### src/rtl/pipe_pkg.sv
// Shared definitions for elastic pipeline stages: stage state encoding,
// NOP control bundle and per-stage bundle widths.
package pipe_pkg;

  typedef enum logic [1:0] {
    EMPTY = 2'd0,
    ONE   = 2'd1,
    TWO   = 2'd2
  } stageState_t;

  // All-zero control bundle: no register, memory or PC side effects.
  localparam int          CTRL_NOP_W = 16;
  localparam logic [15:0] CTRL_NOP   = 16'h0000;

  localparam int ID_EX_DATA_W  = 128;
  localparam int ID_EX_CTRL_W  = 16;
  localparam int EX_MEM_DATA_W = 72;
  localparam int EX_MEM_CTRL_W = 8;
  localparam int MEM_WB_DATA_W = 69;
  localparam int MEM_WB_CTRL_W = 4;

endpackage

### src/rtl/pipe_sat_counter.sv
// Saturating event counter with enable; holds at all-ones instead of wrapping.
module pipe_sat_counter #(
  parameter int CNT_W = 16
) (
  input  logic             clk,
  input  logic             rst_n,
  input  logic             en,
  output logic [CNT_W-1:0] count
);

  localparam logic [CNT_W-1:0] CNT_MAX = {CNT_W{1'b1}};

  // Count enabled cycles until the maximum value is reached.
  always_ff @(posedge clk or negedge rst_n) begin
    if (!rst_n) begin
      count <= {CNT_W{1'b0}};
    end else if (en && (count != CNT_MAX)) begin
      count <= count + CNT_W'(1);
    end
  end

endmodule

### src/rtl/pipe_stage_elastic.sv
// Elastic pipeline register: valid/ready handshake with a 2-entry skid buffer,
// flush squash, bubble-safe control output and a saturating stall counter.
module pipe_stage_elastic
  import pipe_pkg::*;
#(
  parameter int                DATA_W      = ID_EX_DATA_W,
  parameter int                CTRL_W      = ID_EX_CTRL_W,
  parameter logic [CTRL_W-1:0] CTRL_BUBBLE = CTRL_W'(CTRL_NOP),
  parameter int                CNT_W       = 16
) (
  input  logic              clk,
  input  logic              rst_n,
  input  logic              flush,
  input  logic              in_valid,
  output logic              in_ready,
  input  logic [DATA_W-1:0] in_data,
  input  logic [CTRL_W-1:0] in_ctrl,
  output logic              out_valid,
  input  logic              out_ready,
  output logic [DATA_W-1:0] out_data,
  output logic [CTRL_W-1:0] out_ctrl,
  output logic [CNT_W-1:0]  stall_cnt
);

  stageState_t       state;
  stageState_t       nextState;
  logic              inReadyQ;
  logic              outValidQ;
  logic [CTRL_W-1:0] outCtrlQ;
  logic [DATA_W-1:0] mainData;
  logic [CTRL_W-1:0] mainCtrl;
  logic [DATA_W-1:0] skidData;
  logic [CTRL_W-1:0] skidCtrl;
  logic [DATA_W-1:0] nextMainData;
  logic [CTRL_W-1:0] nextMainCtrl;
  logic              loadMainIn;
  logic              loadMainSkid;
  logic              loadSkid;
  logic              push;
  logic              pop;

  assign push = in_valid & inReadyQ & ~flush;
  assign pop  = outValidQ & out_ready;

  // Next-state and buffer load selection; flush discards everything held.
  always_comb begin
    nextState    = state;
    loadMainIn   = 1'b0;
    loadMainSkid = 1'b0;
    loadSkid     = 1'b0;
    if (flush) begin
      nextState = EMPTY;
    end else begin
      case (state)
        EMPTY: begin
          if (push) begin
            nextState  = ONE;
            loadMainIn = 1'b1;
          end else begin
            nextState = EMPTY;
          end
        end
        ONE: begin
          if (push && !pop) begin
            nextState = TWO;
            loadSkid  = 1'b1;
          end else if (push && pop) begin
            nextState  = ONE;
            loadMainIn = 1'b1;
          end else if (pop) begin
            nextState = EMPTY;
          end else begin
            nextState = ONE;
          end
        end
        TWO: begin
          if (pop) begin
            nextState    = ONE;
            loadMainSkid = 1'b1;
          end else begin
            nextState = TWO;
          end
        end
        default: nextState = EMPTY;
      endcase
    end
  end

  // Head entry mux: new input, promoted skid entry, or hold.
  always_comb begin
    nextMainData = mainData;
    nextMainCtrl = mainCtrl;
    if (loadMainIn) begin
      nextMainData = in_data;
      nextMainCtrl = in_ctrl;
    end else if (loadMainSkid) begin
      nextMainData = skidData;
      nextMainCtrl = skidCtrl;
    end else begin
      nextMainData = mainData;
      nextMainCtrl = mainCtrl;
    end
  end

  // State, handshake flags and entry storage.
  always_ff @(posedge clk or negedge rst_n) begin
    if (!rst_n) begin
      state     <= EMPTY;
      inReadyQ  <= 1'b1;
      outValidQ <= 1'b0;
      outCtrlQ  <= CTRL_BUBBLE;
      mainData  <= {DATA_W{1'b0}};
      mainCtrl  <= CTRL_BUBBLE;
      skidData  <= {DATA_W{1'b0}};
      skidCtrl  <= CTRL_BUBBLE;
    end else begin
      state     <= nextState;
      inReadyQ  <= (nextState != TWO);
      outValidQ <= (nextState != EMPTY);
      // Control output is pre-muxed so an empty stage always shows a bubble.
      outCtrlQ  <= (nextState != EMPTY) ? nextMainCtrl : CTRL_BUBBLE;
      mainData  <= nextMainData;
      mainCtrl  <= nextMainCtrl;
      if (loadSkid) begin
        skidData <= in_data;
        skidCtrl <= in_ctrl;
      end
    end
  end

  assign in_ready  = inReadyQ;
  assign out_valid = outValidQ;
  assign out_data  = mainData;
  assign out_ctrl  = outCtrlQ;

  pipe_sat_counter #(
    .CNT_W (CNT_W)
  ) uStallCnt (
    .clk   (clk),
    .rst_n (rst_n),
    .en    (outValidQ & ~out_ready),
    .count (stall_cnt)
  );

endmodule

### config.mk
export PLATFORM = sky130hd
export DESIGN_NAME = pipe_stage_elastic
export DESIGN_NICKNAME = d
export VERILOG_FILES = /design/src/rtl/pipe_pkg.sv /design/src/rtl/pipe_sat_counter.sv /design/src/rtl/pipe_stage_elastic.sv
export SDC_FILE = /design/constraint.sdc
export NUM_CORES = 1
export LEC_CHECK = 0
export CAP_MARGIN = 20
export CORE_MARGIN = 8
export CORE_UTILIZATION = 52
export CTS_BUF_LIST = sky130_fd_sc_hd__clkbuf_4 sky130_fd_sc_hd__clkbuf_8
export DETAILED_ROUTE_END_ITERATION = 8
export PLACE_DENSITY = 0.8
export SLEW_MARGIN = 20
export SYNTH_ARGS = -nofsm -noshare
export SYNTH_HDL_FRONTEND = slang
export SYNTH_SLANG_ARGS = --single-unit
### constraint.sdc
create_clock -name clk -period 2.2 [get_ports clk]
set_input_delay 0.66 -clock clk [delete_from_list [all_inputs] [get_ports clk]]
set_output_delay 0.66 -clock clk [all_outputs]
set_load 0.02 [all_outputs]
# Word-level counts from Yosys, hierarchy flattened

Index checks and enable logic that the tools add are counted.

Add/subtract/negate cells: 1
Eq/ne operators: 4
Mux-type cells: 23
Bitwise logic cells: 6
Reductions and logical operators: 7

Operators by type and width:

| cell                    | count |
|---|---|
| $mux W128               | 2 |
| $mux W16                | 3 |
| $add A16 B1 Y16 const B | 1 |
| $ne A16 B16 Y1 const B  | 1 |
| $mux W1                 | 13 |
| $mux W2                 | 3 |
| $pmux W2 S3             | 1 |
| $and A1 B1 Y1           | 4 |
| $reduce_bool A2 Y1      | 2 |
| $logic_and A1 B1 Y1     | 3 |
| $eq A2 B1 Y1 const B    | 1 |
| $eq A2 B2 Y1 const B    | 1 |
| $logic_not A2 Y1        | 1 |
| $ne A2 B2 Y1 const B    | 1 |
| $not A1 Y1              | 2 |
| $pmux W1 S2             | 1 |
| $logic_not A1 Y1        | 1 |

Register bits after elaboration: 324
Bits of input ports: 149
Output and inout bits: 162
Logic and storage cells: 50

# Depth between registers and ports, before layout

Gate-level depths: netlist of the first run.

Word-level depth: 9
Depth in mapped cells: 9
Mapped depth without buffers: 7

# By module

From an unflattened synthesis of the first run, not the netlist that was laid out.

Cells, all modules: 1070
Area, all modules: 13397.8 µm²

Modules (own cells, without submodules):

| module             | times used | cells an instance | area an instance (µm²) | sequential area each (µm²) |
|---|---|---|---|---|
| pipe_stage_elastic | 1          | 998               | 12538.3                | 7708.6 |
| pipe_sat_counter   | 1          | 72                | 859.6                  | 400.4 |

# Least setup slack after synthesis of the first run

Ideal clock, no wire load.

Path kind: input-to-reg
From: in flush
To: reg outCtrlQ[10], in the netlist out_ctrl[10]
Library setup time: 87 ps
Arrival time: 2222 ps
Required time: 2113 ps
Path slack: -109 ps
Stages: 9
Path buffers: 3
Cells stage by stage: buf_2 -> nor2_1 -> ha_1 -> inv_1 -> a21o_1 -> a221o_1 -> clkbuf_1 -> buf_2 -> a211oi_2

Cells in the longest elaborated chain, start to end: 9
Elaborated cells between the ends (all ways): 19
Those cells by class: 14 x mux; 2 x bitwise; 3 x reduce/logical

RTL lines:

| what                                                  | line                                                | source |
|---|---|---|
| start: declaration                                    | pipe_stage_elastic.sv:13                            | `input logic flush,` |
| $not A1 Y1                                            | pipe_stage_elastic.sv:42                            | `assign push = in_valid & inReadyQ & ~flush;` |
| $and A1 B1 Y1                                         | pipe_stage_elastic.sv:42                            |  |
| $logic_and A1 B1 Y1                                   | pipe_stage_elastic.sv:67                            | `end else if (push && pop) begin` |
| $mux W1                                               | pipe_stage_elastic.sv:67                            |  |
| $mux W2 / $mux W1 (equally long branches)             | pipe_stage_elastic.sv:64                            | `if (push && !pop) begin` |
| $pmux W2 S3 / $pmux W1 S2 (equally long branches)     | pipe_stage_elastic.sv:54                            | `case (state)` |
| $mux W2 / $mux W1 (equally long branches)             | pipe_stage_elastic.sv:51                            | `if (flush) begin` |
| $reduce_bool A2 Y1 / $mux W16 (equally long branches) | pipe_stage_elastic.sv:121, pipe_stage_elastic.sv:93 |  |
| $mux W16 *                                            | pipe_stage_elastic.sv:121                           | `outCtrlQ <= (nextState != EMPTY) ? nextMainCtrl : CTRL_BUBBLE;` |
| end signal: assignment                                | pipe_stage_elastic.sv:121                           |  |
| end: declaration                                      | pipe_stage_elastic.sv:29                            | `logic [CTRL_W-1:0] outCtrlQ;` |

Every way passes the cells marked *; elsewhere a longest branch is shown, timed or not.
A chain may end at the register's enable or synchronous reset.

# Worst setup path in the final report of the first run

From: reg mainData[110], in the netlist out_data[110]
To: out out_data[110]

RTL lines:

| what                     | line                      | source |
|---|---|---|
| start: declaration       | pipe_stage_elastic.sv:30  | `logic [DATA_W-1:0] mainData;` |
| start signal: assignment | pipe_stage_elastic.sv:112 | `mainData <= {DATA_W{1'b0}};` |
| start signal: assignment | pipe_stage_elastic.sv:122 | `mainData <= nextMainData;` |
| end: declaration         | pipe_stage_elastic.sv:20  | `output logic [DATA_W-1:0] out_data,` |

No word-level cell between the ends.

==> results of run 1 <==
[worst min path at each step]
stage / from / to / slack [ns] / cells past startpoint
CTS: skidData[3] / out_data[3] / 0.48 / 2
global placement: skidData[87] / out_data[87] / 0.48 / 2
detailed placement: skidData[109] / out_data[109] / 0.48 / 2
global route: skidData[47] / skidData[47] / 0.51 / 1
finish: skidData[3] / out_data[3] / 0.49 / 2
floorplan: rst_n / mainCtrl[0] / 0.36 / 0
[metal layers]
layer | global-route usage (%) | vias up | share of wire [%]
li1 | - | 4494 | -
met1 | 29.1 | 4996 | 42
met2 | 35.8 | 322 | 49
met3 | 4.23 | 83 | 6.1
met4 | 9.47 | 0 | 3.2
met5 | 0 | - | 0
[through the flow]
step	total power, W	cells	area (µm²)
after floorplan	0.0110	1066	13800
after global placement	0.0133	1722	17900
after detailed placement	0.0135	1722	17900
after CTS	0.0185	1816	18800
after global routing	0.0192	1821	18900
final	0.0183	1826	18900
[state kept, by name, indices dropped and copies added (netlist names)]
register / count
out_ctrl: 16
mainCtrl: 16
skidData: 128
state: 2
skidCtrl: 16
uStallCnt.count: 16
out_valid: 1
out_data: 128
in_ready: 1
[synth_stat cells (all sizes together)]
master / count / area [µm²]
dfrtp: 323 / 8080
mux2: 147 / 1660
inv: 133 / 499
o21ai: 132 / 1110
a22oi: 128 / 961
buf: 66 / 439
nor2: 26 / 108
a21oi: 19 / 95.1
a211oi: 17 / 183
mux2i: 17 / 170
nand2: 6 / 22.5
xor2: 6 / 52.6
nand3: 5 / 25.0
nor4: 5 / 61.3
nand4: 4 / 52.6
ha: 3 / 37.5
nand2b: 3 / 18.8
nor3: 3 / 15.0
xnor2: 3 / 26.3
a31oi: 2 / 12.5
clkbuf: 2 / 7.51
nand3b: 2 / 27.5
nor3b: 2 / 15.0
nor4b: 2 / 17.5
a211o: 1 / 8.76
a21o: 1 / 7.51
a221o: 1 / 10.0
dfstp: 1 / 26.3
nand4b: 1 / 8.76
o2111ai: 1 / 8.76
o211ai: 1 / 7.51
o21a: 1 / 7.51
or2: 1 / 6.26
or3b: 1 / 8.76
[timing repair]
item                                   in CTS  in global routing
endpoints found under the hold margin      14                  0
setup endpoints to repair                 138                 28
hold buffers                                1                  0
gates resized for setup                   138                 21
buffers inserted                            0                  4
[final cells by class]
| type | instances | area (µm²) | area share, % |
|---|---|---|---|
| Clock buffer | 86 | 1040 | 5.51 |
| Antenna cell | 6 | 15.0 | 0.0796 |
| Timing Repair Buffer | 394 | 3980 | 21.1 |
| Clock inverter | 7 | 35.0 | 0.186 |
| Inverter | 133 | 499 | 2.65 |
| Sequential cell | 324 | 8110 | 43.0 |
| Multi-Input combinational cell | 541 | 4770 | 25.3 |
| Tap cell | 335 | 419 | 2.22 |
[power breakdown]
part	internal (W)	total (W)	switching [W]	leakage [nW]
Combinational	0.00224	0.00458	0.00234	4.29
Clock	0.00297	0.00524	0.00227	0.586
Sequential	0.00752	0.00844	0.000923	4.01
[cell families after synthesis]
family	after synthesis	synth area share [%]
muxes	164	13.2
buffers and inverters	201	6.86
AOI/OAI and AO/OA	304	17.5
adders and majority gates	3	0.272
DFF	324	58.8
xor gates and xnor gates	9	0.571
and+or+nand+nor	61	2.80
==> impl_metrics.sql, run 1 <==
INSERT INTO impl_metrics (metric_group, metric, value, unit) VALUES
('floorplanning', 'floorplan.core_area', '26100', 'µm²'),
('sta', 'final-max-slew-violation-count', '0', ''),
('floorplanning', 'die_h', '179', 'µm'),
('grt', 'grt_use_total', '22.2', '%'),
('power_and_ir_drop', 'cellLeakagePower', '8.89', 'nW'),
('critical_path', 'critical_path.cell_chain', 'clkdlybuf4s50_1', ''),
('synth', 'synth_seq_cells', '324', ''),
('detailed_routing', 'firstDrtPassIters', '5', ''),
('sta', 'tns', '0', 'ns'),
('sta', 'report.final.hold_viol_count', '0', ''),
('floorplanning', 'row_count', '59', ''),
('clock_network', 'tritoncts_num_sinks', '324', ''),
('synth', 'synthesis.instances', '1066', ''),
('critical_path', 'critPathLaunch', 'out_data[110]', ''),
('critical_path', 'cell_count_along_the_critical_path', '1', ''),
('floorplanning', 'die_width', '179', 'µm'),
('critical_path', 'worst_path_largest_cell_delay', '0.61', 'ns'),
('critical_path', 'r2r_cells', '8', ''),
('sta', 'timing.hold.ws', '0.487', 'ns'),
('cells_and_area', 'fin_nets', '1598', ''),
('sta', 'setup_viol', '0', ''),
('synth', 'post_synth_num_cell_types', '44', ''),
('outcome', 'run_status', 'completed', ''),
('critical_path', 'cp_num_buf_inv', '1', ''),
('detailed_routing', 'drt_first_iter_violations', '541', ''),
('grt', 'number_of_antenna_violations_at_the_first_check_in_global_routing', '1', ''),
('placed_design', 'routabilityCongestion', '0.849', ''),
('cells_and_area', 'postLayoutCoreUtil', '72.4', '%'),
('grt', 'grt_overflow_total', '0', ''),
('min_path', 'min_delay_path_class', 'reg -> reg', ''),
('clock_network', 'cts.reportedPaths.clkPinSlew', '0.06', 'ns'),
('critical_path', 'worstReg2RegEnd', 'skidData[66]', ''),
('critical_path', 'timing.critical_path.slowest_stage_cell', 'sky130_fd_sc_hd__clkdlybuf4s50_1', ''),
('floorplanning', 'die_area', '32000', 'µm²'),
('critical_path', 'timing.critical_path.required', '1.54', 'ns'),
('floorplanning', 'initial_utilization', '52.9', '%'),
('critical_path', 'worst-r2r-setup-slack', '0.12', 'ns'),
('clock_network', 'cts_max_level', '2', ''),
('clock_network', 'cts.root.buffer_cell', 'sky130_fd_sc_hd__clkbuf_8', ''),
('detailed_routing', 'via_count', '9895', ''),
('sta', 'max_freq', '465', 'MHz'),
('critical_path', 'cell_class_contributing_the_biggest_share_of_worst_path_delay', 'buffers and inverters', ''),
('detailed_routing', 'postRouteAntennaNets', '0', ''),
('power_and_ir_drop', 'ir_worst_vdd', '0.000689', 'V'),
('synth', 'seq_area_frac_synth', '58.8', '%'),
('critical_path', 'worst_r2r_startpoint', 'in_ready', ''),
('detailed_routing', 'avgViaCountPerCell', '5.42', ''),
('cells_and_area', 'layout.cells.most_common_list', 'sky130_fd_sc_hd__dfrtp_1 (323), sky130_fd_sc_hd__clkdlybuf4s50_1 (153), sky130_fd_sc_hd__mux2_2 (147)', ''),
('critical_path', 'path_class', 'reg -> out', ''),
('power_and_ir_drop', 'p_per_area', '968', 'nW/µm²'),
('detailed_routing', 'totalWireLength', '36.1', 'mm'),
('sta', 'final.setup_skew', '0.0160', 'ns'),
('clock_network', 'ctsLongestPathBuffers', '3', ''),
('critical_path', 'startpoint_class_of_the_critical_path', 'register', ''),
('critical_path', 'cp-end-kind', 'primary output', ''),
('cells_and_area', 'drive_above_1_share', '31.7', '%'),
('sta', 'worst-slew-pin-transition', '0.498', 'ns'),
('grt', 'grt_pass1_wl', '57.0', 'mm'),
('sta', 'slew_headroom', '66.5', '%'),
('clock_network', 'cts_tree', 'built', ''),
('sta', 'fin_crit_sh', '97.7', '%'),
('sta', 'setup_slack', '0.0516', 'ns'),
('grt', 'via_count_of_the_first_global_routing_pass', '10600', ''),
('synth', 'syn-mean-instance-area', '12.9', 'µm²'),
('cells_and_area', 'synthToLayoutAreaGrowth', '36.8', '%'),
('flow_run', 'count_of_maximum_capacitance_violations', '0', ''),
('grt', 'grt_start_max_net_pins', '63', ''),
('synth', 'synth.net_count', '1218', ''),
('detailed_routing', 'post-route-drc-count', '0', ''),
('placed_design', 'dp_hpwl', '25.9', 'mm'),
('critical_path', 'crit_fanout', '2', '');
No activity file was read; power rests on OpenSTA's default activity.
==> run 2: changes to the inputs <==
--- a/config.mk
+++ b/config.mk
@@ -10,8 +10,10 @@
 export CORE_UTILIZATION = 52
 export CTS_BUF_LIST = sky130_fd_sc_hd__clkbuf_4 sky130_fd_sc_hd__clkbuf_8
 export DETAILED_ROUTE_END_ITERATION = 8
-export PLACE_DENSITY = 0.8
+export HOLD_SLACK_MARGIN = 0.12
+export PLACE_DENSITY_LB_ADDON = 0.3
 export SLEW_MARGIN = 20
 export SYNTH_ARGS = -nofsm -noshare
 export SYNTH_HDL_FRONTEND = slang
+export SYNTH_HIERARCHICAL = 1
 export SYNTH_SLANG_ARGS = --single-unit
==> impl_metrics.sql, run 2 <==
INSERT INTO impl_metrics (metric_group, metric, value, unit) VALUES
('critical_path', 'worst-r2r-setup-slack', '0.07', 'ns'),
('detailed_routing', 'via_count', '9907', ''),
('synth', 'postSynth.topFlopCell', 'sky130_fd_sc_hd__dfrtp_1', ''),
('floorplanning', 'row_count', '58', ''),
('outcome', 'run_status', 'completed', ''),
('synth', 'syn-mean-instance-area', '12.5', 'µm²'),
('cells_and_area', 'drive_above_1_share', '18.5', '%'),
('floorplanning', 'initial_utilization', '53.1', '%'),
('min_path', 'min_path_cells', '2', ''),
('clock_network', 'cts.reportedPaths.clkPinSlew', '0.06', 'ns'),
('grt', 'grt_start_max_net_pins', '64', ''),
('clock_network', 'cts_made_buffers', '52', ''),
('critical_path', 'r2r_cells', '7', ''),
('floorplanning', 'floorplan.core_area', '25300', 'µm²'),
('critical_path', 'crit_fanout', '7', ''),
('sta', 'setup_slack', '0.0468', 'ns'),
('sta', 'setup_viol', '0', ''),
('clock_network', 'tritoncts_num_sinks', '324', ''),
('clock_network', 'cts_tree', 'built', ''),
('synth', 'synth.net_count', '1222', ''),
('sta', 'post-route-min-period', '2.15', 'ns'),
('cells_and_area', 'layout.cells.most_common_list', 'sky130_fd_sc_hd__dfrtp_1 (323), sky130_fd_sc_hd__clkdlybuf4s50_1 (152), sky130_fd_sc_hd__dlygate4sd2_1 (137)', ''),
('synth', 'post-synth-top-area-fraction', '60.3', '%'),
('critical_path', 'worst_ep_arrival_time', '2.58', 'ns'),
('synth', 'area_contributors_post_synth', 'sky130_fd_sc_hd__dfrtp_1 (60%), sky130_fd_sc_hd__a22oi_1 (7.2%), sky130_fd_sc_hd__mux2_2 (7.1%)', ''),
('placed_design', 'buffer_ports.inserted', '310', ''),
('clock_network', 'cts_max_level', '2', ''),
('power_and_ir_drop', 'cellLeakagePower', '8.65', 'nW'),
('sta', 'timing.hold.ws', '0.486', 'ns'),
('cells_and_area', 'fillers', '1763', ''),
('floorplanning', 'die_area', '31200', 'µm²'),
('sta', 'setup_repair_after_global_routing_missed_its_margin', 'false', ''),
('min_path', 'min_delay_path_class', 'reg -> reg', ''),
('floorplanning', 'die_width', '177', 'µm'),
('grt', 'via_count_of_the_first_global_routing_pass', '10600', ''),
('synth', 'synthDominantAreaCellType', 'sky130_fd_sc_hd__dfrtp_1', ''),
('sta', 'worst-slew-pin-transition', '0.407', 'ns'),
('synth', 'synthesized_cell_area', '13400', 'µm²'),
('floorplanning', 'ioPinCount', '311', ''),
('placed_design', 'routabilityCongestion', '0.797', ''),
('critical_path', 'path_class', 'in -> reg', ''),
('synth', 'seq_area_frac_synth', '60.5', '%'),
('clock_network', 'cts.root.buffer_cell', 'sky130_fd_sc_hd__clkbuf_8', ''),
('placed_design', 'dpl_worst_slack', '-0.514', 'ns'),
('detailed_routing', 'avgViaCountPerCell', '5.50', ''),
('min_path', 'hold_path_end', 'out_data[95]', ''),
('placed_design', 'dp_hpwl', '25.2', 'mm'),
('detailed_routing', 'drt_first_iter_violations', '772', ''),
('clock_network', 'ctsLongestPathBuffers', '3', ''),
('critical_path', 'startpoint_class_of_the_critical_path', 'input port', ''),
('sta', 'slew_headroom', '72.9', '%'),
('synth', 'yosys_warnings', '6', ''),
('detailed_routing', 'post-route-drc-count', '0', ''),
('critical_path', 'cp-end-kind', 'register', ''),
('sta', 'max_freq', '464', 'MHz'),
('grt', 'number_of_antenna_violations_at_the_first_check_in_global_routing', '4', ''),
('grt', 'grt_overflow_total', '0', ''),
('critical_path', 'timing.critical_path.required', '2.63', 'ns'),
('flow_run', 'count_of_maximum_capacitance_violations', '0', ''),
('synth', 'synth_enable_flop_cells', '0', ''),
('power_and_ir_drop', 'p_per_area', '985', 'nW/µm²'),
('sta', 'final.setup_skew', '0.0184', 'ns'),
('grt', 'grt_pass1_wl', '57.7', 'mm'),
('detailed_routing', 'totalWireLength', '35.9', 'mm'),
('cells_and_area', 'fin_nets', '1586', ''),
('floorplanning', 'die_h', '177', 'µm'),
('synth', 'synthMostInstantiatedCell', 'sky130_fd_sc_hd__dfrtp_1', ''),
('detailed_routing', 'routed_wire_length_per_instance', '19.9', 'µm'),
('synth', 'synthTopCellsByCount', 'sky130_fd_sc_hd__dfrtp_1 (323), sky130_fd_sc_hd__inv_1 (131), sky130_fd_sc_hd__a22oi_1 (128)', ''),
('clock_network', 'clkLatencyLatePin', '0.55', 'ns'),
('sta', 'final-max-slew-violation-count', '0', ''),
('power_and_ir_drop', 'ir_worst_vdd', '0.000700', 'V'),
('sta', 'fin_crit_sh', '97.9', '%'),
('synth', 'synthArstFlopShare', '100', '%'),
('critical_path', 'worstReg2RegEnd', 'out_ctrl[7]', ''),
('detailed_routing', 'firstDrtPassIters', '5', ''),
('cells_and_area', 'layout_commonest_cell', 'sky130_fd_sc_hd__dfrtp_1', ''),
('grt', 'grt_use_total', '22.8', '%'),
('synth', 'synthesis.instances', '1070', ''),
('detailed_routing', 'postRouteAntennaNets', '0', ''),
('synth', 'synth_seq_cells', '324', ''),
('cells_and_area', 'synthToLayoutAreaGrowth', '36.2', '%'),
('sta', 'report.final.hold_viol_count', '0', ''),
('synth', 'post_synth_num_cell_types', '50', ''),
('critical_path', 'worst_r2r_startpoint', 'in_ready', ''),
('min_path', 'hp-start', 'skidData[95]', '');
## run 2: cell types whose count changed after synthesis, sizes merged, moves of 3 or more
cell   previous run  this run
nor2             26        23
nand4             4        10
and4              0         3
xor2              6         2
o21a              1         5
nor4              5         2
## run 2: routing by layer
layer | GRT usage (%) | vias up | wire [µm]
li1 | - | 4521 | -
met1 | 29.1 | 4961 | 14600
met2 | 36.4 | 351 | 17400
met3 | 6.37 | 72 | 2710
met4 | 8.93 | 2 | 1130
met5 | 0 | - | 8
## run 2: power breakdown
group	total [W]	internal (W)	switching [W]
sequential	0.00841	0.00752	0.000894
combinational	0.00415	0.00196	0.00219
clock	0.00543	0.00316	0.00226
## run 2: how the worst max path moves through the flow
stage / slack, ns / depth (start not counted) / endpoint / from
floorplan: 0.0004 / 8 / skidData[100] / flush
global placement: -0.47 / 9 / skidData[55] / in_valid
detailed placement: -0.51 / 9 / skidData[49] / in_valid
CTS: 0.0005 / 1 / out_data[86] / out_data[86]
global route: 0.0005 / 1 / out_ctrl[13] / out_ctrl[13]
finish: 0.05 / 8 / out_ctrl[7] / in_valid
## run 2: worst max-delay path, stage by stage
cell and delay (ns):
sky130_fd_sc_hd__clkdlybuf4s50_1 0.48, sky130_fd_sc_hd__nand2_1 0.08, sky130_fd_sc_hd__nor2_2 0.11, sky130_fd_sc_hd__ha_1 0.26, sky130_fd_sc_hd__a21o_1 0.18, sky130_fd_sc_hd__a221o_1 0.38
sky130_fd_sc_hd__buf_4 0.18, sky130_fd_sc_hd__a211oi_1 0.26
## run 2: per-stage QoR
| stage | instance area (µm²) | total power (W) | util [%] | std cells | setup TNS, ns |
|---|---|---|---|---|---|
| after detailed placement | 17200 | 0.0131 | 68.3 | 1709 | -128.41 |
| final | 18300 | 0.0180 | 72.3 | 1801 | 0 |
| after floorplan | 13400 | 0.0106 | - | 1070 | 0 |
| after global placement | 17200 | 0.0128 | 68.3 | 1709 | -118.02 |
| after global routing | 18300 | 0.0189 | 72.3 | 1801 | 0 |
| after CTS | 18200 | 0.0182 | 72.0 | 1798 | 0 |
## run 2: cell families after synthesis
family	after synthesis	share of synthesized area (%)
muxes	162	13.5
DFF	324	60.5
AOI/OAI and AO/OA	310	15.1
buffers and inverters	199	7.10
and+or+nand+nor	65	3.05
xor gates and xnor gates	7	0.458
adders and majority gates	3	0.280
## run 2: area by class of cell
type | count | area, µm² | share of cell area [%]
antenna | 3 | 7.51 | 0.0411
clock buffer | 83 | 1070 | 5.85
inverter | 131 | 492 | 2.69
tap | 330 | 413 | 2.26
sequential | 324 | 8110 | 44.4
timing repair buffer | 378 | 3750 | 20.6
clock inverter | 5 | 50.0 | 0.274
multi-input combinational | 547 | 4360 | 23.9
## run 2: what timing repair did
item,CTS,global route
pin swaps,0,0
hold buffers,1,0
resized for setup,137,21
buffers inserted,0,0
setup endpoints to repair,137,30
hold endpoints to repair,31,0
==> patch 1: new RTL, flow settings as in run 2 <==
Change the package constant `ID_EX_CTRL_W` from 16 to 20.
--- a/src/rtl/pipe_pkg.sv
+++ b/src/rtl/pipe_pkg.sv
@@ -13,7 +13,7 @@
   localparam logic [15:0] CTRL_NOP   = 16'h0000;
 
   localparam int ID_EX_DATA_W  = 128;
-  localparam int ID_EX_CTRL_W  = 16;
+  localparam int ID_EX_CTRL_W  = 20;
   localparam int EX_MEM_DATA_W = 72;
   localparam int EX_MEM_CTRL_W = 8;
   localparam int MEM_WB_DATA_W = 69;
Interface: changed (resized in_ctrl and out_ctrl); port bits go from 311 to 319. No check against the original RTL was run, so the function may have changed too.
==> patch 1 against run 2 <==
Area after synthesis grew 4.0%; final cell count up 5.0%; sequential cell count increased by 12; sequential share of layout area shrank 0.85 points; count of clock-buffer cells in the layout increased by 4; final area rose by 5.7%; routed wire length up 7.7%; synthesized cell count increased by 3.3%; total power increased by 5.1%; clock skew is 3.5 ps lower; setup slack worse by 1.4 ps; clock power grew 5.9%; register-to-register slack better by 20 ps; critical path type is now reg -> out; largest cell class unchanged.
==> patch 1: results (changes against run 2) <==
The flow ran to the end, and the final reports show no timing, DRC or antenna violations. The global-route wire length before repair was 61,180 um (was 57,730 um). The clock transition at the register clock pins on the worst setup and hold paths after CTS is 60 ps (about the same).

Most instantiated cells after synthesis: dfrtp_1 (335), mux2_2 (148), inv_1 (131), a22oi_1 (128), o21ai_1 (120) (was dfrtp_1 (323), inv_1 (131), a22oi_1 (128), o21ai_1 (101), mux2_2 (84)). Worst reg-to-reg path cell count: 10 (was 7). Cell with the biggest individual delay on the critical path: clkdlybuf4s50_1 (unchanged). The transition at the pin with the smallest max-transition slack came out at 512.1 ps (was 406.6 ps). Leading cell types by total area after synthesis: dfrtp_1 (60%), mux2_2 (12%), a22oi_1 (6.9%), o21ai_1 (4.3%), inv_1 (3.5%) (was dfrtp_1 (60%), a22oi_1 (7.2%), mux2_2 (7.1%), mux2_1 (5.1%), o21ai_1 (3.8%)).

The proportion of register bits with asynchronous set or reset after synthesis works out to 1.000 (unchanged). For the sum of net half-perimeters after detailed placement, the log shows 26,180 um (was 25,230 um). The primary flip-flop cell chosen by synthesis mapping was dfrtp_1 (unchanged). Number of global-route vias before repair: 11,220 (was 10,600).

The global-route usage over all layers was 0.2304 (was 0.2277). The tools report the count of nets after finishing as 1,661 (was 1,586). The routed via count is 10,430 (was 9,907), and the average wire length per cell after detail routing is 20.42 um (was 19.91 um). Worst hold endpoint: out_data[57]$_DFFE_PN0P_ (was out_data[95]$_DFFE_PN0P_). The number of buffers created by CTS is 53 (was 52), and the switching power share of the total is 0.2985 (was 0.2971). The highest net fanout along the worst path is 1 (was 7), and the peak supply drop is 0.0006506 V (was 0.0006997 V). Kind of cell adding the most delay to the critical path: buffers and inverters (was compound AO/OA/AOI/OAI gates).

The beginning of the worst hold path is skidData[57]$_DFFE_PN0P_ (was skidData[95]$_DFFE_PN0P_). The share of layout cells above drive strength 1 was 0.2476 (was 0.1846); the delay of the slowest cell on the worst path was 600 ps (was 480 ps). The logs give 1,886 (was 1,763) for the count of filler cells inserted in the layout and 0.6034 (was 0.6052) for the proportion of synthesized chip area in sequential cells. For the register-to-register path setup slack, the log shows 90 ps (was 70 ps). The type of the worst setup path is reg -> out (was in -> reg). The largest net degree at the start of global routing was 54 (was 64); the net count after synthesis was 1,261 (was 1,222). The unique cell type count in the Yosys netlist was 47 (was 50). The starting DRC count in detailed routing was 727 (was 772). Origin of the critical flop-to-flop path: in_ready$_DFF_PN1_ (unchanged). The leakage power came out at 0.008998 uW (was 0.008647 uW). The run gives 1490 ps (was 2580 ps) as the data arrival time at the worst-slack endpoint. The tools report the largest clock skew in the final design as 14.91 ps (was 18.37 ps). Type of the worst min-delay path: reg -> reg (unchanged).

For the last weighted congestion value of the routability-driven placer, the log shows 0.8154 (was 0.7966). The tools report the endpoint of the worst register-to-register path as out_data[30]$_DFFE_PN0P_ (was out_ctrl[7]$_DFF_PN0_). The count of input and output buffers came out at 318 (was 310).
patch 1: stage by stage:
step	area [um^2]	instances	setup TNS (ps)	hold WS [ps]	setup slack, ps
detailed placement	18060	1777	-151280	492.6	-532.4
CTS	19060	1875	0	506.3	2.073
global placement	18060	1777	-145420	483.8	-503.1
global route	19300	1891	-119.0	515.6	-25.75
floorplan	13940	1105	-203.6	364.4	-2.036
finish	19300	1891	0	501.7	45.39
patch 1: kinds of logic after synthesis:
group                      Yosys count  share of synthesized area
AOI/OAI and AO/OA                  318                     0.1521
xor gates and xnor gates             7                   0.004399
adders and majority gates            3                   0.002694
buffers and inverters              202                    0.06976
DFF                                336                     0.6034
muxes                              170                     0.1355
and+or+nand+nor                     69                    0.03214
patch 1: area by class of cell:
| class | count | share of cell area |
|---|---|---|
| clock buffer | 87 | 0.05621 |
| tap | 341 | 0.02211 |
| timing repair buffer | 415 | 0.2170 |
| clock inverter | 10 | 0.005446 |
| antenna | 3 | 0.0003890 |
| inverter | 131 | 0.02548 |
| sequential | 336 | 0.4357 |
| multi-input combinational | 568 | 0.2376 |
patch 1: repair_timing:
action | 4_1_cts | 5_1_grt
setup buffers | 0 | 6
hold buffers | 1 | 0
pin swaps | 0 | 2
setup endpoints to repair | 158 | 201
resized for setup | 158 | 18
cloned | 0 | 7
hold endpoints to repair | 37 | 0
patch 1: worst max path at each step:
stage | depth (start not counted) | from | endpoint | slack [ps]
floorplan | 8 | flush | skidData[100]$_DFFE_PN0P_ | -2
global placement | 9 | in_valid | out_data[38]$_DFFE_PN0P_ | -500
finish | 1 | out_ctrl[10]$_DFF_PN0_ | out_ctrl[10] | 50
CTS | 1 | in_ready$_DFF_PN1_ | in_ready | 2
global route | 11 | in_valid | out_data[82]$_DFFE_PN0P_ | -30
detailed placement | 9 | in_valid | skidData[106]$_DFFE_PN0P_ | -530
patch 1: layer usage:
layer,vias up,global-route usage,wire length [um]
li1,4702,-,-
met1,5287,0.2940,15870
met2,374,0.3803,19210
met3,69,0.05544,2476
met4,2,0.08169,1043
met5,-,0,13
patch 1: power by group through the flow:
stage          registers (uW)  logic [uW]  clock network, uW
5_1_grt                  8910        4780               6120
3_5_place_dp             8820        4800                  0
2_1_floorplan            9350        1750                  0
6_report                 8730        4420               5750
3_3_place_gp             8740        4640                  0
4_1_cts                  8710        4410               5860
==> patch 2: new RTL, flow settings as in run 2 <==
Made on the original files. Reset style: synchronous (`rst_n`), changed in 2 clocked blocks.
--- a/src/rtl/pipe_sat_counter.sv
+++ b/src/rtl/pipe_sat_counter.sv
@@ -11,7 +11,7 @@
   localparam logic [CNT_W-1:0] CNT_MAX = {CNT_W{1'b1}};
 
   // Count enabled cycles until the maximum value is reached.
-  always_ff @(posedge clk or negedge rst_n) begin
+  always_ff @(posedge clk) begin
     if (!rst_n) begin
       count <= {CNT_W{1'b0}};
     end else if (en && (count != CNT_MAX)) begin
--- a/src/rtl/pipe_stage_elastic.sv
+++ b/src/rtl/pipe_stage_elastic.sv
@@ -103,7 +103,7 @@
   end
 
   // State, handshake flags and entry storage.
-  always_ff @(posedge clk or negedge rst_n) begin
+  always_ff @(posedge clk) begin
     if (!rst_n) begin
       state     <= EMPTY;
       inReadyQ  <= 1'b1;
Formal check against the unedited RTL: differs if rst_n is asserted again (counterexample within 4 cycles, from zero or initial values and one cycle with rst_n low); with rst_n held inactive, the same outputs for 4 cycles.
==> patch 2 against run 2 <==
Synthesized cell count is 49% higher; final area is 0.40% lower; count of clock-buffer cells in the layout is 1 lower; die area is 3.6% lower; routed wire length is 14% higher; final cell count is 27% higher; critical path type unchanged; area after synthesis is 3.9% lower; sequential cell count stayed put; hold slack worse by 34 ps; setup slack worse by 23 ps.
Power is not compared: it rests on default switching activity, and its combinational part moved more than twofold at a synthesized area within 25%.
==> patch 2: results (changes against run 2) <==
Largest clock skew in the final design: 31.58 ps (was 18.37 ps). The proportion of register bits with asynchronous set or reset after synthesis came out at 0 (was 1.000). The tools report the largest net degree at the start of global routing as 99 (was 64). The proportion of synthesized chip area in sequential cells came out at 0.5038 (was 0.6052). The flow ran to the end, and the final reports show no timing, DRC or antenna violations. The run gives 19,860 um (was 17,410 um) as the detailed route wirelength on metal2.

The primary flip-flop cell chosen by synthesis mapping was dfxtp_1 (was dfrtp_1). The logs give 6486 um^2 (was 8109 um^2) for the area taken by flip-flops and latches and 16,850 um (was 14,610 um) for the sum of routed wire segments on met1. The filler-free cell count of the finished design is 2,279 (was 1,801), and the count of filler cells inserted in the layout is 1,733 (was 1,763).

The logs give 3030 um (was 2705 um) for the met3 routed wirelength and 82 (was 83) for the clock buffer count in the final layout. The run gives 1,743 (was 1,222) as the net count after synthesis. The share of layout cells above drive strength 1 came out at 0.1246 (was 0.1846).

Endpoint of the worst register-to-register path: out_data[60]$_SDFFE_PN0P_ (was out_ctrl[7]$_DFF_PN0_). The total cell area at the placement stage was 16,620 um^2 (was 17,240 um^2). The clock network area share is 0.06428 (was 0.06121).

The area share of buffers outside the clock network was 0.2228 (was 0.2056); the row count was 57 (was 58). The routed via count came out at 12,810 (was 9,907). The mean post-synth cell area works out to 8.092 um^2 (was 12.52 um^2). The logs give 0.05641 (was 0.06366) for the met3 track utilization from global routing and 5 (was 4) for the initial antenna violation count.

The number of diodes is 4 (was 3), and the highest net fanout along the worst path is 45 (was 7). The global-route usage over all layers was 0.2419 (was 0.2277); the synthesized-area fraction occupied by xor and xnor cells was 0.001361 (was 0.004576). The sum of net half-perimeters after detailed placement is 25,840 um (was 25,230 um).
==> patch 2: worst max path at each step <==
stage	cells after the start	start	to
after floorplan	9	flush	out_data[0]$_SDFFE_PN0P_
final	10	flush	out_data[60]$_SDFFE_PN0P_
after CTS	1	out_data[86]$_SDFFE_PN0P_	out_data[86]
after global routing	10	flush	out_data[3]$_SDFFE_PN0P_
after global placement	8	in_valid	out_data[49]$_SDFFE_PN0P_
after detailed placement	8	in_valid	out_data[41]$_SDFFE_PN0P_
==> patch 2: per-stage QoR <==
| stage | hold WS (ps) | worst slack (ps) | power, uW |
|---|---|---|---|
| 6_report | 451.9 | 23.83 | 13390 |
| 5_1_grt | 468.1 | -19.44 | 13880 |
| 4_1_cts | 453.4 | 0.7730 | 13320 |
| 3_5_place_dp | 445.0 | -556.6 | 7812 |
| 3_3_place_gp | 440.3 | -489.1 | 7779 |
| 2_1_floorplan | 435.3 | 159.8 | 6975 |
==> patch 2: power breakdown <==
group | internal (uW) | leakage (uW) | total [uW] | switching (uW)
sequential | 6080 | 0.00264 | 6200 | 125
combinational | 730 | 0.00402 | 1550 | 818
clock | 3280 | 0.000630 | 5640 | 2360
total | 10100 | 0.00729 | 13400 | 3300
==> patch 2: repair_timing <==
item                                   CTS  global route
endpoints found under the hold margin    0             0
pin swaps                                0             1
gates cloned                             0             6
buffers inserted                         0             4
setup endpoints to repair              114           152
resized for setup                      114           180
==> patch 2: worst max-delay path, cell delays in order <==
cell             delay [ps]
clkdlybuf4s50_1         440
inv_1                    90
and3_4                  180
ha_1                    150
nand2_1                  80
a211o_4                 380
buf_12                  150
buf_16                  180
o21ai_1                 170
a31oi_1                  70
==> patch 2: cells by family after synthesis <==
kind of cell | after synthesis
mux | 3
simple gates | 677
compound gates | 444
xor+xnor | 2
buf+inv | 138
fa+ha+maj | 3
flops | 324
